`config.mk`:
```
export PLATFORM = sky130hd
export DESIGN_NAME = route_wbuf
export DESIGN_NICKNAME = d
export VERILOG_FILES = /design/src/rtl/route_wbuf.sv
export SDC_FILE = /design/constraint.sdc
export NUM_CORES = 1
export LEC_CHECK = 0
export ABC_CLOCK_PERIOD_IN_PS = 4780
export CAP_MARGIN = 20
export CORE_AREA = 2 2 402 404
export CTS_CLUSTER_DIAMETER = 80
export DETAILED_ROUTE_END_ITERATION = 6
export DIE_AREA = 0 0 404 406
export SYNTH_ARGS = -nofsm -noshare
export SYNTH_HDL_FRONTEND = slang
export SYNTH_SLANG_ARGS = --single-unit
```
`constraint.sdc`:
```
create_clock -name clk -period 4.78 [get_ports clk]
set_input_delay 0.956 -clock clk [delete_from_list [all_inputs] [get_ports clk]]
set_output_delay 0.956 -clock clk [all_outputs]
set_load 0.03 [all_outputs]
```
`src/rtl/route_wbuf.sv`:
```
// Ping-pong route write-back buffer: fills the idle bank with a candidate route,
// then swaps it in or discards it on commit. The current bank is read one word per cycle.
module route_wbuf #(
  parameter int CITY_NUM = 128,
  parameter int CITY_W   = 7,
  localparam int WORDS   = CITY_NUM / 8,
  localparam int AW      = $clog2(WORDS)
) (
  input  logic                  clk,
  input  logic                  reset,
  input  logic                  start_i,
  input  logic                  in_valid_i,
  input  logic [8*CITY_W-1:0]   in_data_i,
  input  logic                  commit_i,
  input  logic                  accept_i,
  input  logic [AW-1:0]         rd_addr_i,
  output logic [8*CITY_W-1:0]   rd_data_o,
  output logic                  rd_bank_o,
  output logic                  frame_done_o,
  output logic                  busy_o,
  output logic                  err_o
);

  localparam int DW = 8 * CITY_W;

  typedef enum logic [1:0] {IDLE, FILL, WAIT_CMT} state_t;

  state_t          state;
  logic [AW-1:0]   wcnt;
  logic [DW-1:0]   mem [2][WORDS];

  logic            wr_en;
  logic            wr_bank;
  logic [AW-1:0]   wr_addr;

  assign busy_o = (state != IDLE);

  // A start beat arriving together with an accepted commit lands in the bank that
  // becomes the write bank after the swap, i.e. the bank that is current now.
  always_comb begin
    wr_en   = 1'b0;
    wr_addr = '0;
    wr_bank = ~rd_bank_o;
    case (state)
      FILL: begin
        if (in_valid_i) begin
          wr_en   = 1'b1;
          wr_addr = start_i ? '0 : wcnt;
        end
      end
      WAIT_CMT: begin
        if (start_i && in_valid_i) begin
          wr_en   = 1'b1;
          wr_bank = (commit_i && accept_i) ? rd_bank_o : ~rd_bank_o;
        end
      end
      default: ;
    endcase
  end

  always_ff @(posedge clk) begin
    if (wr_en) mem[wr_bank][wr_addr] <= in_data_i;
  end

  always_ff @(posedge clk or posedge reset) begin
    if (reset) rd_data_o <= '0;
    else       rd_data_o <= mem[rd_bank_o][rd_addr_i];
  end

  always_ff @(posedge clk or posedge reset) begin
    if (reset) begin
      state        <= IDLE;
      wcnt         <= '0;
      rd_bank_o    <= 1'b0;
      frame_done_o <= 1'b0;
      err_o        <= 1'b0;
    end else begin
      frame_done_o <= 1'b0;
      case (state)
        IDLE: begin
          if (in_valid_i || commit_i) err_o <= 1'b1;
          if (start_i) begin
            state <= FILL;
            wcnt  <= '0;
          end
        end
        FILL: begin
          if (commit_i) err_o <= 1'b1;
          if (start_i) begin
            wcnt <= in_valid_i ? AW'(1) : '0;
          end else if (in_valid_i) begin
            if (wcnt == AW'(WORDS - 1)) begin
              frame_done_o <= 1'b1;
              state        <= WAIT_CMT;
              wcnt         <= '0;
            end else begin
              wcnt <= wcnt + AW'(1);
            end
          end
        end
        WAIT_CMT: begin
          if (commit_i && accept_i) rd_bank_o <= ~rd_bank_o;
          if (start_i) begin
            state <= FILL;
            wcnt  <= in_valid_i ? AW'(1) : '0;
          end else if (commit_i) begin
            state <= IDLE;
          end else if (in_valid_i) begin
            err_o <= 1'b1;
          end
        end
        default: begin
          state <= IDLE;
          wcnt  <= '0;
        end
      endcase
    end
  end

endmodule

```
==> results.cfg <==
[placed_design]
gp_congestion = 0.770
dpl.hpwl_um = 95400
io_buffers = 125
pre_cts_ws_ns = 0.684

[clock_tree]
htreeDepth = 4
cts_resized = 0
numCtsBuffers = 185
root_buffer = clkbuf_16
clk_latency_ns = 0.83
clkTransAtPathRegs_ns = 0.06
cts_max_path_buffers = 3
cts.sinks = 1857
cts_setup_buffers = 0
tritoncts = yes
cts_hold_buffers = 0

[drt]
viasPerCell = 5.70
finalWirelength_um = 176000
first_pass_iters = 5
ant_nets = 0
drc = 0
vias = 37100
avgRoutedWirePerCell_um = 27.1
drtIter0Drc = 3391

[setup_path]
crit_type = flop to flop
cp_max_fo = 35
end_kind = flop
r2r_start = state[0]$_DFFE_PP0P_
worstPathRequired_ns = 5.21
arrival_ns = 3.94
reg2reg_slack_ns = 1.27
r2r_cells = 8
r2r_end = mem[0][193]$_DFFE_PP_
start_kind = flop

[worst_hold_path]
hold_path_depth = 1
hold_start = err_o$_DFFE_PP0P_
hp-class = flop to flop
holdPathEnd = err_o$_DFFE_PP0P_

[floorplanning]
start_util_pct = 44.9
die_area_um2 = 164000
die_w_um = 404
die_y_um = 406
design.core.area_um2 = 160000
io_pins = 126
fp-row-count = 147

[sta]
fin_skew_ns = 0.0343
hold_ws_ns = 0.463
hold_violations = 0
period_share_pct = 73.3
setup_slack_ns = 1.27
drv_slew = 0
finalCriticalPeriod_ns = 3.51
fin_tns_setup_ns = 0
setup_viol_count_final = 0
fmax_mhz = 285
relSlewSlack_pct = 25.1
worst_slew_pin_slew_ns = 1.12
rsz0062_at_grt = no

[logic_synthesis]
seq_area_frac_synth_pct = 77.4
syn_avg_cell_area_um2 = 17.9
synth_seq_cells = 1857
synth_area_um2 = 71600
synth.distinct_cells = 40
yosysWarnings = 0
syn-num-nets = 4065
synthCells = 3994

[layout]
drive_above_1_share_pct = 11.0
final_cell_mix = edfxtp_1, mux2i_1, clkbuf_16
n_fill_cell = 12800
fin_nets = 4330
syn_to_final_growth_pct = 15.8
final_util_pct = 51.9
final_common_cell = edfxtp_1

[pwr]
leakagePower_nw = 25.0
vdd_ir_drop_max_v = 0.000344
powerDensity_nw_per_um2 = 410

[grt]
grt.overflow.total = 0
grt_pass1_vias = 37200
grtUsageTotal_pct = 21.4
antenna_found_initial = 6
grt_max_degree = 135
grt_pass1_wl_um = 256000

[flow_run]
cap_violations = 0

[run_status]
status = finished, final reports clean
==> metrics by stage <==
| stage | power, mW | cells | area (um2) |
|---|---|---|---|
| floorplan | 19.0 | 3994 | 71600 |
| global route | 35.0 | 6499 | 82900 |
| CTS | 34.2 | 6472 | 82300 |
| detailed placement | 19.9 | 6132 | 76200 |
| finish | 34.0 | 6500 | 82900 |
| global placement | 19.9 | 6122 | 76000 |
==> worst max path at each step <==
stage	depth (start not counted)	from	to	slack (ns)
3_3_place_gp	6	start_i	mem[0][204]$_DFFE_PP_	0.70
2_1_floorplan	5	start_i	mem[0][0]$_DFFE_PP_	0.09
6_report	8	state[0]$_DFFE_PP0P_	mem[0][193]$_DFFE_PP_	1.27
3_5_place_dp	6	start_i	mem[0][204]$_DFFE_PP_	0.68
4_1_cts	1	rd_bank_o$_DFFE_PP0P_	rd_bank_o	1.22
5_1_grt	8	state[0]$_DFFE_PP0P_	mem[0][197]$_DFFE_PP_	1.15
==> routing by layer <==
| layer | up-vias | part of all wire [%] | global-route usage (%) |
|---|---|---|---|
| li1 | 16400 | - | - |
| met1 | 19300 | 44 | 30.2 |
| met2 | 1063 | 48 | 34.9 |
| met3 | 246 | 5.4 | 2.98 |
| met5 | - | 0 | 0 |
| met4 | 0 | 2.2 | 5.98 |
==> synthesized netlist by cell type (all sizes together) <==
cell type     n  area, um2
inv           7       26.3
o21a          2       15.0
a22oi       168       1260
a21oi       173        866
buf         139       1040
ha            5       62.6
or2           1       6.26
nor2         40        153
nor4b         1       8.76
xnor2         1       8.76
nand4b        3       26.3
mux2i       896       8970
o211ai        1       7.51
nand2b        5       31.3
a21o          2       15.0
a211oi        1       7.51
nand3       172        861
and2          2       12.5
o221ai        1       8.76
a22o        114        998
dfrtp        65       1630
xor2          2       17.5
a31oi        56        350
and3          1       6.26
a32o          1       10.0
a221oi        1       8.76
o21ai         7       35.0
clkbuf       88        330
nor2b         4       25.0
and3b         1       8.76
nand2       181        679
nor3         56        280
o31ai         2       15.0
nand4         3       18.8
edfxtp     1792      53800
==> report_power, final <==
part | internal, mW | total, mW | switching [mW]
Clock | 8.33 | 14.4 | 6.06
Combinational | 0.470 | 1.49 | 1.02
Sequential | 18.0 | 18.1 | 0.0951
==> state kept, by name, indices dropped and copies added, names as in the netlist <==
register and count:
wcnt 4, rd_data_o 56, mem 1792, rd_bank_o 1
state 2, frame_done_o 1, err_o 1
==> final cells by class <==
class / count / area, um2 / share of cell area [%]
Timing Repair Buffer: 305 / 3690 / 4.46
Sequential cell: 1857 / 55400 / 66.9
Tap cell: 2086 / 2610 / 3.15
Clock buffer: 266 / 5230 / 6.31
Antenna cell: 2 / 5.00 / 0.00604
Multi-Input combinational cell: 1903 / 15100 / 18.2
Clock inverter: 74 / 826 / 0.996
Inverter: 7 / 28.8 / 0.0347
==> cell families after synthesis <==
| group | after synthesis | share of synthesized area [%] |
|---|---|---|
| adders and majority gates | 5 | 0.0874 |
| and+or+nand+nor | 470 | 2.96 |
| DFF | 1857 | 77.4 |
| xor gates and xnor gates | 3 | 0.0367 |
| AOI/OAI and AO/OA | 529 | 5.03 |
| muxes | 896 | 12.5 |
| buffers and inverters | 234 | 1.95 |
==> critical path: stages (launching register included) <==
cell	delay, ns
dfrtp_1	0.42
inv_1	0.10
ha_1	0.31
and3_1	0.24
nand3_1	0.29
xnor2_1	0.44
nand4_1	0.47
nor2_4	0.24
buf_4	0.58
No activity file was read; power rests on OpenSTA's default activity.
